## src/rtl/deser_pkg.sv

```systemverilog
// Shared types for the serial-to-parallel collector.
package deser_pkg;

   typedef enum logic {FILL, FULL} deser_state_t;

endpackage

```

## src/rtl/deserializer.sv

```systemverilog
// Packs N consecutive WIDTH-bit beats into one N*WIDTH-bit word.
// Valid/ready handshakes are used on both the narrow and wide sides.
module deserializer
   import deser_pkg::*;
#(
   parameter int unsigned WIDTH = 32,
   parameter int unsigned N     = 4
) (
   input  logic                      clk,
   input  logic                      reset,
   input  logic                      in_valid,
   input  logic [WIDTH-1:0]          in,
   output logic                      in_ready,
   output logic                      out_valid,
   input  logic                      out_ready,
   output logic [N*WIDTH-1:0]        out,
   output logic [$clog2(N+1)-1:0]    count
);

   localparam int unsigned CW = $clog2(N + 1);

   if (N < 2) begin : g_bad_n
      $error("deserializer: N must be at least 2");
   end
   if (WIDTH < 1) begin : g_bad_width
      $error("deserializer: WIDTH must be at least 1");
   end

   deser_state_t   state_q, state_d;
   logic [CW-1:0]  count_q, count_d;
   logic [CW-1:0]  idx;
   logic           accept;
   logic           retire;
   logic [N-1:0]   lane_we;

   // State register.
   always_ff @(posedge clk) begin
      if (reset) begin
         state_q <= FILL;
         count_q <= '0;
      end else begin
         state_q <= state_d;
         count_q <= count_d;
      end
   end

   // Next-state logic.
   always_comb begin
      state_d = state_q;
      count_d = count_q;
      unique case (state_q)
         FILL: begin
            if (accept) begin
               count_d = count_q + CW'(1);
               if (count_q == CW'(N - 1)) begin
                  state_d = FULL;
               end
            end
         end
         FULL: begin
            if (retire) begin
               state_d = FILL;
               count_d = accept ? CW'(1) : '0;
            end
         end
         default: begin
            state_d = FILL;
            count_d = '0;
         end
      endcase
   end

   // Outputs; in_ready deliberately has no path from in_valid.
   always_comb begin
      out_valid = (state_q == FULL);
      in_ready  = !reset && (!out_valid || out_ready);
      accept    = in_valid && in_ready;
      retire    = out_valid && out_ready;
      // In FULL a beat can only arrive alongside a retire, so it opens the next word.
      idx       = (state_q == FULL) ? '0 : count_q;
      count     = count_q;
   end

   for (genvar k = 0; k < N; k++) begin : g_lane
      logic [WIDTH-1:0] lane_q;

      assign lane_we[k] = accept && (idx == CW'(k));

      always_ff @(posedge clk) begin
         if (reset) begin
            lane_q <= '0;
         end else if (lane_we[k]) begin
            lane_q <= in;
         end
      end

      assign out[k*WIDTH +: WIDTH] = lane_q;
   end

endmodule

```

## config.mk

```make
export PLATFORM = sky130hd
export DESIGN_NAME = deserializer
export DESIGN_NICKNAME = d
export VERILOG_FILES = /design/src/rtl/deser_pkg.sv /design/src/rtl/deserializer.sv
export SDC_FILE = /design/constraint.sdc
export NUM_CORES = 1
export LEC_CHECK = 0
export CAP_MARGIN = 20
export CORE_MARGIN = 4
export CORE_UTILIZATION = 45
export DETAILED_ROUTE_END_ITERATION = 10
export GPL_TIMING_DRIVEN = 1
export PLACE_DENSITY = 0.85
export REMOVE_ABC_BUFFERS = 1
export SLEW_MARGIN = 5
export SYNTH_ARGS = -nofsm -noshare
export SYNTH_HDL_FRONTEND = slang
export SYNTH_SLANG_ARGS = --single-unit
export TNS_END_PERCENT = 20
```

## constraint.sdc

```tcl
create_clock -name clk -period 2.4 [get_ports clk]
set_clock_uncertainty 0.2 [all_clocks]
set_input_delay 0.36 -clock clk [delete_from_list [all_inputs] [get_ports clk]]
set_output_delay 0.36 -clock clk [all_outputs]
set_load 0.1 [all_outputs]
```

* Yosys cells after proc, flatten, opt, wreduce, memory -nomap -nowiden
Cells that the tools add are included.
** Word-level totals
- Word-level logic and storage cells :: 35
- Register bits after elaboration :: 132
** Cells by class
- Mux-type cells :: 9
- Reductions and logical operators :: 12
- Bitwise gates (word level) :: 1
- Add/subtract/negate cells :: 1
- Equality and inequality tests :: 6
** Operator list (number)
- == test 3 x 2 -> 1 bit (second input constant) :: 3
- 2-to-1 mux 3 bit :: 3
- logical AND 1 bit :: 7
- case mux 3 bit (2 select lines) :: 1
- 2-to-1 mux 1 bit :: 4
- adder 3 x 1 -> 3 bit (second input constant) :: 1
- == test 3 x 1 -> 1 bit (second input constant) :: 1
- logical NOT 3 bit :: 1
- logical NOT 1 bit :: 2
- inequality test 2 x 1 -> 1 bit (second input constant) :: 1
- inequality test 2 bit (second input constant) :: 1
- case mux 1 bit (2 select lines) :: 1
- AND reduction 2 bit :: 1
- logical OR 1 bit :: 1
- NOT 1 bit :: 1

* Depth between registers and ports, before layout
Gate-level depths: netlist of the first run.
- Depth after elaboration :: 7
- Depth in mapped cells :: 6

* Least setup slack after synthesis of the first run
Ideal clock, no wire load.
- Path type :: flip-flop to flip-flop
- Start point :: register count_q[0], in the netlist count[0]
- End point :: register g_lane[1].lane_q[10]
- Required time :: 2.082 ns
- Library setup time :: 0.118 ns
- Stages on the path, launching flop included :: 7
- Buffers on the path :: 3
- Path slack :: -0.022 ns
- Arrival time :: 2.104 ns
- Cell sequence :: dfxtp_1 buf_2 or3b_1 clkbuf_1 buf_2 o211ai_1 nand2_1
** On the way
- Cells in the longest elaborated chain, start to end :: 3
** RTL lines
- from (decl) :: RTL line deserializer.sv:30 : logic [CW-1:0] count_q, count_d;
- from (signal assigned) :: RTL line deserializer.sv:43 : count_q <= count_d;
- 2-to-1 mux 3 bit :: RTL line deserializer.sv:80 : idx = (state_q == FULL) ? '0 : count_q;
- == test 3 x 1 -> 1 bit :: RTL line deserializer.sv:87 : assign lane_we[k] = accept && (idx == CW'(k));
- logical AND 1 bit :: RTL line deserializer.sv:87
- to (signal assigned) :: RTL line deserializer.sv:93 : lane_q <= in;
- to (decl) :: RTL line deserializer.sv:85 : logic [WIDTH-1:0] lane_q;
Every way passes these cells.
A chain may end at the register's enable or synchronous reset.

* Final worst setup path of the first run
- Start point :: register state_q, in the netlist out_valid
- End point :: output port in_ready
** On the way
- Cells in the longest elaborated chain, start to end :: 3
** RTL lines
- from (decl) :: RTL line deserializer.sv:29 : deser_state_t state_q, state_d;
- from (signal assigned) :: RTL line deserializer.sv:42 : state_q <= state_d;
- logical NOT 1 bit :: RTL line deserializer.sv:76 : in_ready = !reset && (!out_valid || out_ready);
- logical OR 1 bit :: RTL line deserializer.sv:76
- logical AND 1 bit :: RTL line deserializer.sv:76
- to (decl) :: RTL line deserializer.sv:13 : output logic in_ready,
Every way passes these cells.

==> out/metrics.csv, run 1 <==
stage,metric,value,unit
outcome,outcome,"complete, no violations",
place,Final HPWL DP,12540,um
drt,detailed-routed wire length on met2,9084,um
sta,portion of the clock cycle consumed by the worst path in the final layout,0.9310,
synth,area fraction of the dominant cell type after synthesis,0.4469,
power_and_ir_drop,PnR Total Power,6197,uW
synth,cells after synthesis,734,
clock_tree,number of buffers added to fix hold violations after cts,0,
floorplan,starting utilization of the core area,0.4648,
synth,total of flip-flops plus latches after synthesis,132,
synth,total number of yosys warnings,0,
floorplan,Die Outline Area,0.01504,sq mm
critical_path,CP max stage delay,0.69,ns
sta,Achievable Freq,447.5,MHz
sta,slew at the pin closest to its max-slew limit,0.6905,ns
final_layout,Layout Area Growth over Synthesis,34.62,%
drt,top routing layer in use,met4,
drt,routed len/inst,18.60,um
final_layout,number of nets in the layout,892,
drt,total number of vias,6217,
power_and_ir_drop,power density over the cells,778.5,mW/mm^2
power_and_ir_drop,static leakage power,0.003188,uW
clock_tree,Post-CTS Resized,0,
synth,Post-Synthesis Mean Instance Area,8.056,sq um
drt,Initial DRC Count,695,
clock_tree,clock transition at the registers of the reported paths,0.06,ns
power_and_ir_drop,highest ir drop seen on vdd,0.4911,mV
drt,total wirelength of the detailed-routed design,19310,um
synth,"top cells by area, synth","sky130_fd_sc_hd__dfxtp_1, sky130_fd_sc_hd__nand3_1, sky130_fd_sc_hd__a21oi_1",
critical_path,critical path required time,1.84,ns
sta,post-route worst hold slack,0.1578,ns
synth,combined area of all synthesized cells,0.005913,sq mm
clock_tree,TritonCTS clock tree,yes,
synth,sequential-to-total area share from yosys stat,0.4469,
floorplan,Placeable Area,0.01272,sq mm
clock_tree,CTS sink count,132,
hold_path,worst hold-check path type,primary input to flop,
critical_path,category of the worst setup path launch point,flop,
clock_tree,buffers inserted by post-CTS timing repair,0,
floorplan,Die H,122.6,um
drt,detailed-routing wirelength on met1,7827,um
clock_tree,CTS H-tree lvls,4,
place,global placement routability congestion,0.8580,
global_routing,via count of the first global-routing pass,5593,
clock_tree,root buffer cell,sky130_fd_sc_hd__clkbuf_16,
global_routing,number of antenna violations at the first check in global routing,0,
clock_tree,worst-case clock buffer depth,2,
final_layout,antenna diode count,0,
sta,final number of setup-violating endpoints,0,
critical_path,crit end category,output port,
global_routing,first-pass GRT wire length,29660,um
final_layout,share of final-layout standard cells stronger than drive strength 1,0.2229,
critical_path,data arrival at the endpoint of the critical path,1.67,ns
drt,DR WL met3,1563,um
synth,count of different cell masters after synthesis,31,
drt,1st-pass router iterations,7,
sta,setup repair after global routing missed its margin,no,
global_routing,overall overflow remaining after global route,0,
floorplan,top-level I/O count,169,
sta,setup_tns,0,ns
drt,total DRC errors in the routed layout,0,
clock_tree,TritonCTS Buffers,17,
clock_tree,clock network latency to the later pin of the worst-skew pair,0.42,ns
drt,per-cell via count in the routed design,5.989,
sta,final max-slew violation count,0,
floorplan,number of rows created at floorplan,41,
global_routing,aggregate global-route resource usage,0.2512,
critical_path,cell at the slowest stage of the critical path,sky130_fd_sc_hd__dfxtp_1,
critical_path,maximum fanout encountered on the critical timing path,12,
critical_path,WS Path Type,flop to output port,
global_routing,maximum number of pins on one net before global-route repair,72,
place,number of buffer cells added on primary ports,168,
critical_path,series of cell instances along the critical path,nand2b_1 -> and2_1 -> buf_12,
drt,post-detailed-route count of antenna-violating nets,0,
sta,shortest clock period the worst path allows after layout,2.235,ns
flow_run,maxcap violations,0,
synth,library cell occupying the most area in the post-synthesis netlist,sky130_fd_sc_hd__dfxtp_1,
floorplan,Die W,122.6,um
sta,Slew headroom,0.5396,
sta,endpoints failing hold,0,
==> Yosys cell counts <==
master	instances
sky130_fd_sc_hd__ha_1	2
sky130_fd_sc_hd__inv_1	2
sky130_fd_sc_hd__buf_6	4
sky130_fd_sc_hd__a31oi_1	32
sky130_fd_sc_hd__or4_1	1
sky130_fd_sc_hd__and2_1	2
sky130_fd_sc_hd__nand3_1	160
sky130_fd_sc_hd__a2111oi_0	1
sky130_fd_sc_hd__nor3b_2	1
sky130_fd_sc_hd__buf_4	1
sky130_fd_sc_hd__a2bb2oi_1	1
sky130_fd_sc_hd__nor3b_1	33
sky130_fd_sc_hd__a22oi_1	1
sky130_fd_sc_hd__mux2i_1	1
sky130_fd_sc_hd__nand2b_1	3
sky130_fd_sc_hd__o211ai_1	32
sky130_fd_sc_hd__dfxtp_1	132
sky130_fd_sc_hd__or3b_1	1
sky130_fd_sc_hd__nor2b_1	34
sky130_fd_sc_hd__o21ai_0	64
sky130_fd_sc_hd__clkbuf_1	49
sky130_fd_sc_hd__nand4bb_1	1
sky130_fd_sc_hd__buf_2	26
sky130_fd_sc_hd__nor4bb_1	1
sky130_fd_sc_hd__or2_2	1
sky130_fd_sc_hd__a21oi_1	66
sky130_fd_sc_hd__nor2_1	4
sky130_fd_sc_hd__nor4_2	1
sky130_fd_sc_hd__nand4_1	32
sky130_fd_sc_hd__nand2_1	34
sky130_fd_sc_hd__buf_1	11
==> kinds of logic (layout without fill, tap and decap cells) <==
family          after synthesis  after routing  share of synthesized area
flops                       132            132                     0.4469
compound gates              197            197                     0.1887
fa+ha+maj                     2              2                   0.004231
mux                           1              1                   0.001693
buf+inv                      93            225                    0.07025
simple gates                309            309                     0.2882
==> flip-flops by register name, summed over array words and instances, names as in the netlist <==
signal and cells:
out_valid 1, g_lane.lane_q 128, count 3
==> cells in the final DEF, fill, tap and decap left out, types with 3 or more instances in the layout <==
master,Yosys,final
sky130_fd_sc_hd__clkdlybuf4s50_1,0,33
sky130_fd_sc_hd__clkbuf_1,49,6
sky130_fd_sc_hd__nor2b_1,34,33
sky130_fd_sc_hd__a31oi_1,32,32
sky130_fd_sc_hd__nand2_1,34,34
sky130_fd_sc_hd__nand3_1,160,160
sky130_fd_sc_hd__dfxtp_1,132,132
sky130_fd_sc_hd__buf_4,1,150
sky130_fd_sc_hd__o211ai_1,32,32
sky130_fd_sc_hd__nor3b_1,33,32
sky130_fd_sc_hd__nor2_1,4,3
sky130_fd_sc_hd__o21ai_0,64,64
sky130_fd_sc_hd__clkbuf_8,0,4
sky130_fd_sc_hd__nand4_1,32,32
sky130_fd_sc_hd__nand2b_1,3,3
sky130_fd_sc_hd__buf_12,0,8
sky130_fd_sc_hd__clkbuf_16,0,17
sky130_fd_sc_hd__a21oi_1,66,66
==> power breakdown <==
group | switching [uW] | internal (uW) | leakage (uW) | total [uW]
registers | 66.7 | 2280 | 0.00107 | 2340
clock network | 907 | 1630 | 0.000281 | 2540
logic | 1010 | 303 | 0.00184 | 1320
==> worst max-delay path, delay by kind of cell, from the launching register on <==
kind	cells	cell delay (ns)
and+or+nand+nor	2	0.39
DFF	1	0.69
buffers and inverters	1	0.17
==> stage by stage <==
step | setup slack [ns] | utilization | std cells | area [sq um]
finish | 0.1655 | 0.6257 | 1038 | 7960
floorplan | -3.936 | - | 643 | 5505
global route | 0.05648 | 0.6257 | 1038 | 7960
detailed placement | 0.4425 | 0.5806 | 1007 | 7387
CTS | 0.1415 | 0.6257 | 1038 | 7960
global placement | 0.4632 | 0.5806 | 1007 | 7387
==> worst paths after layout <==
path	from	endpoint	slack, ns	depth (start not counted)
max	out_valid$_SDFF_PP0_	in_ready	0.17	3
min	reset	count[1]$_SDFFE_PP0P_	0.16	2
max reg2reg	count[0]$_SDFFE_PP0P_	g_lane[1].lane_q[18]$_SDFFE_PP0P_	0.51	4
min reg2reg	g_lane[3].lane_q[11]$_SDFFE_PP0P_	g_lane[3].lane_q[11]$_SDFFE_PP0P_	0.27	2
==> final cells by class <==
class | instances | area [sq um]
clock buffers | 27 | 503.0
clock inverters | 4 | 70.07
fillers | 1112 | 4762
inverters | 2 | 7.507
multi-input cells | 509 | 2900
flip-flops and latches | 132 | 2643
well taps | 172 | 215.2
repair buffers | 192 | 1622
==> layer usage <==
metal | global-route usage | vias to the layer above
met1 | 0.3325 | 2948
met4 | 0.1309 | 0
met5 | 0 | -
met2 | 0.3841 | 286
met3 | 0.05576 | 59
li1 | - | 2924
No activity file was read; power rests on OpenSTA's default activity.
==> run 2, diff against run 1 <==
==> constraint.sdc (replaced) <==
create_clock -name clk -period 2.35 [get_ports clk]
set_clock_uncertainty 0.2 [all_clocks]
set_input_delay 0.3525 -clock clk [delete_from_list [all_inputs] [get_ports clk]]
set_output_delay 0.3525 -clock clk [all_outputs]
set_load 0.1 [all_outputs]
==> out/metrics.csv, run 2 (synthesis results as in run 1) <==
stage,metric,value,unit,change
floorplan,top-level I/O count,169,,unchanged
global_routing,overall overflow remaining after global route,0,,unchanged
place,global placement routability congestion,0.9003,,+4.9%
clock_tree,TritonCTS Buffers,17,,unchanged
floorplan,Die Outline Area,0.01504,sq mm,unchanged
drt,1st-pass router iterations,5,,-2
critical_path,critical path required time,1.80,ns,-0.04 ns
drt,total number of vias,6120,,-1.6%
drt,routed len/inst,18.52,um,-0.44%
critical_path,category of the worst setup path launch point,flop,,
clock_tree,root buffer cell,sky130_fd_sc_hd__clkbuf_16,,
final_layout,Layout Area Growth over Synthesis,35.32,%,
global_routing,via count of the first global-routing pass,5548,,-0.80%
floorplan,Die W,122.6,um,unchanged
critical_path,series of cell instances along the critical path,buf_4 -> nand2b_1 -> and2_1 -> buf_12,,
clock_tree,number of buffers added to fix hold violations after cts,0,,unchanged
sta,setup repair after global routing missed its margin,no,,
flow_run,maxcap violations,0,,unchanged
floorplan,number of rows created at floorplan,41,,unchanged
place,number of buffer cells added on primary ports,168,,unchanged
sta,Achievable Freq,455.2,MHz,
global_routing,aggregate global-route resource usage,0.2515,,+0.0003167
critical_path,maximum fanout encountered on the critical timing path,8,,-4
drt,total DRC errors in the routed layout,0,,unchanged
power_and_ir_drop,PnR Total Power,6376,uW,+2.9%
final_layout,most frequent cells in the layout,"sky130_fd_sc_hd__nand3_1, sky130_fd_sc_hd__buf_4, sky130_fd_sc_hd__dfxtp_1, sky130_fd_sc_hd__a21oi_1, sky130_fd_sc_hd__o21ai_0",,
sta,portion of the clock cycle consumed by the worst path in the final layout,0.9347,,
sta,final number of setup-violating endpoints,0,,unchanged
sta,final max-slew violation count,0,,unchanged
floorplan,Placeable Area,0.01272,sq mm,unchanged
clock_tree,CTS H-tree lvls,4,,unchanged
power_and_ir_drop,highest ir drop seen on vdd,0.4676,mV,-4.8%
clock_tree,clock network latency to the later pin of the worst-skew pair,0.41,ns,about the same
final_layout,"most common cell after layout, fill and taps aside",sky130_fd_sc_hd__nand3_1,,
clock_tree,TritonCTS clock tree,yes,,
final_layout,max reg flops,128,,unchanged
power_and_ir_drop,Reg power frac,0.375,,-0.003
clock_tree,worst-case clock buffer depth,2,,unchanged
hold_path,worst hold-check path type,primary input to flop,,
power_and_ir_drop,switching power of the nets,2048,uW,+3.1%
drt,Initial DRC Count,787,,+13%
final_layout,final design area excluding fillers,0.008001,sq mm,+0.52%
final_layout,register with the highest flop count,g_lane.lane_q,,
critical_path,crit end category,output port,,
drt,post-detailed-route count of antenna-violating nets,0,,unchanged
power_and_ir_drop,total internal power,4328,uW,+2.8%
power_and_ir_drop,static leakage power,0.003210,uW,+0.69%
power_and_ir_drop,power density over the cells,796.9,mW/mm^2,+2.4%
place,placement-stage cell area,0.007422,sq mm,+0.47%
critical_path,CP bufs+invs,2,,+1
power_and_ir_drop,fraction of power consumed by combinational cells,0.213,,about the same
sta,slew at the pin closest to its max-slew limit,0.5689,ns,-0.1216 ns
drt,per-cell via count in the routed design,5.885,,-1.7%
critical_path,Top delay family on crit path,flip-flops,,
drt,total wirelength of the detailed-routed design,19260,um,-0.24%
final_layout,number of fill cells,1151,,+3.5%
critical_path,CP max stage delay,0.56,ns,-0.13 ns
global_routing,maximum number of pins on one net before global-route repair,77,,+6.9%
clock_tree,clock transition at the registers of the reported paths,0.05,ns,about the same
sta,shortest clock period the worst path allows after layout,2.197,ns,
final_layout,area of combinational cells with multiple inputs,0.002900,sq mm,unchanged
critical_path,data arrival at the endpoint of the critical path,1.64,ns,-0.03 ns
critical_path,cell at the slowest stage of the critical path,sky130_fd_sc_hd__dfxtp_1,,
clock_tree,buffers inserted by post-CTS timing repair,0,,unchanged
final_layout,antenna diode count,0,,unchanged
global_routing,first-pass GRT wire length,29800,um,+0.47%
clock_tree,CTS sink count,132,,unchanged
floorplan,starting utilization of the core area,0.4648,,unchanged
clock_tree,Post-CTS Resized,0,,unchanged
outcome,outcome,"complete, no violations",,
critical_path,WS Path Type,flop to output port,,
power_and_ir_drop,Clock Power Share,0.413,,+0.003
final_layout,share of final-layout standard cells stronger than drive strength 1,0.2270,,+0.004095
final_layout,FF/Latch Area,0.002643,sq mm,unchanged
place,pre-CTS setup slack,0.4230,ns,-0.01947 ns
power_and_ir_drop,switching share of total power,0.3211,,+0.0005617
global_routing,number of antenna violations at the first check in global routing,0,,unchanged
floorplan,Die H,122.6,um,unchanged
sta,Slew headroom,0.6207,,+0.08108
place,Final HPWL DP,12650,um,+0.89%
final_layout,number of nets in the layout,895,,+0.34%
sta,endpoints failing hold,0,,unchanged
sta,final critical-path setup slack,0.1534,ns,-0.01215 ns
[run 2: cell count changes in the layout (fill, tap and decap cells not counted), sizes merged]
cell,change
clkbuf,-1
buf,+3
[run 2: final cells by class]
class	instances	share of cell area
clock buffer	26	0.06364
multi-input combinational	509	0.3625
clock inverter	4	0.008757
sequential	132	0.3303
timing repair buffer	195	0.2070
tap	172	0.02690
inverter	2	0.0009382
[run 2: path summary, 6_finish.rpt]
| path | depth (start not counted) | slack (ns) | to | startpoint |
|---|---|---|---|---|
| setup reg to reg | 4 | 0.44 | g_lane[0].lane_q[11]$_SDFFE_PP0P_ | count[1]$_SDFFE_PP0P_ |
| hold / removal | 2 | 0.13 | count[1]$_SDFFE_PP0P_ | reset |
| hold reg to reg | 2 | 0.27 | g_lane[3].lane_q[5]$_SDFFE_PP0P_ | g_lane[3].lane_q[5]$_SDFFE_PP0P_ |
| setup / recovery | 4 | 0.15 | in_ready | out_valid$_SDFF_PP0_ |
[run 2: routing by layer]
layer / global-route usage / share of wire
met5: 0 / 0
met4: 0.1176 / 0.032
met3: 0.05346 / 0.082
met2: 0.3762 / 0.46
met1: 0.3470 / 0.42
[run 2: per-stage QoR]
| stage | hold WS (ns) | setup TNS, ns | std cells | utilization |
|---|---|---|---|---|
| after floorplan | 0.2216 | -296.69 | 643 | - |
| after CTS | 0.1068 | 0 | 1040 | 0.6289 |
| after global placement | 0.2608 | 0 | 1010 | 0.5834 |
| final | 0.1304 | 0 | 1040 | 0.6289 |
| after global routing | 0.1546 | 0 | 1040 | 0.6289 |
| after detailed placement | 0.2679 | 0 | 1010 | 0.5834 |
[run 2: worst register-to-register path, delay by kind of cell (launching register included)]
kind	cells	cell delay (ns)
simple gates	3	0.91
flops	1	0.43
buf+inv	1	0.26
[run 2: power by group through the flow]
stage | combinational [uW] | clock [uW] | sequential (uW)
floorplan | 277 | 0 | 3020
global placement | 1340 | 0 | 2430
detailed placement | 1350 | 0 | 2430
CTS | 1350 | 2650 | 2390
global route | 1410 | 2740 | 2400
finish | 1360 | 2630 | 2390
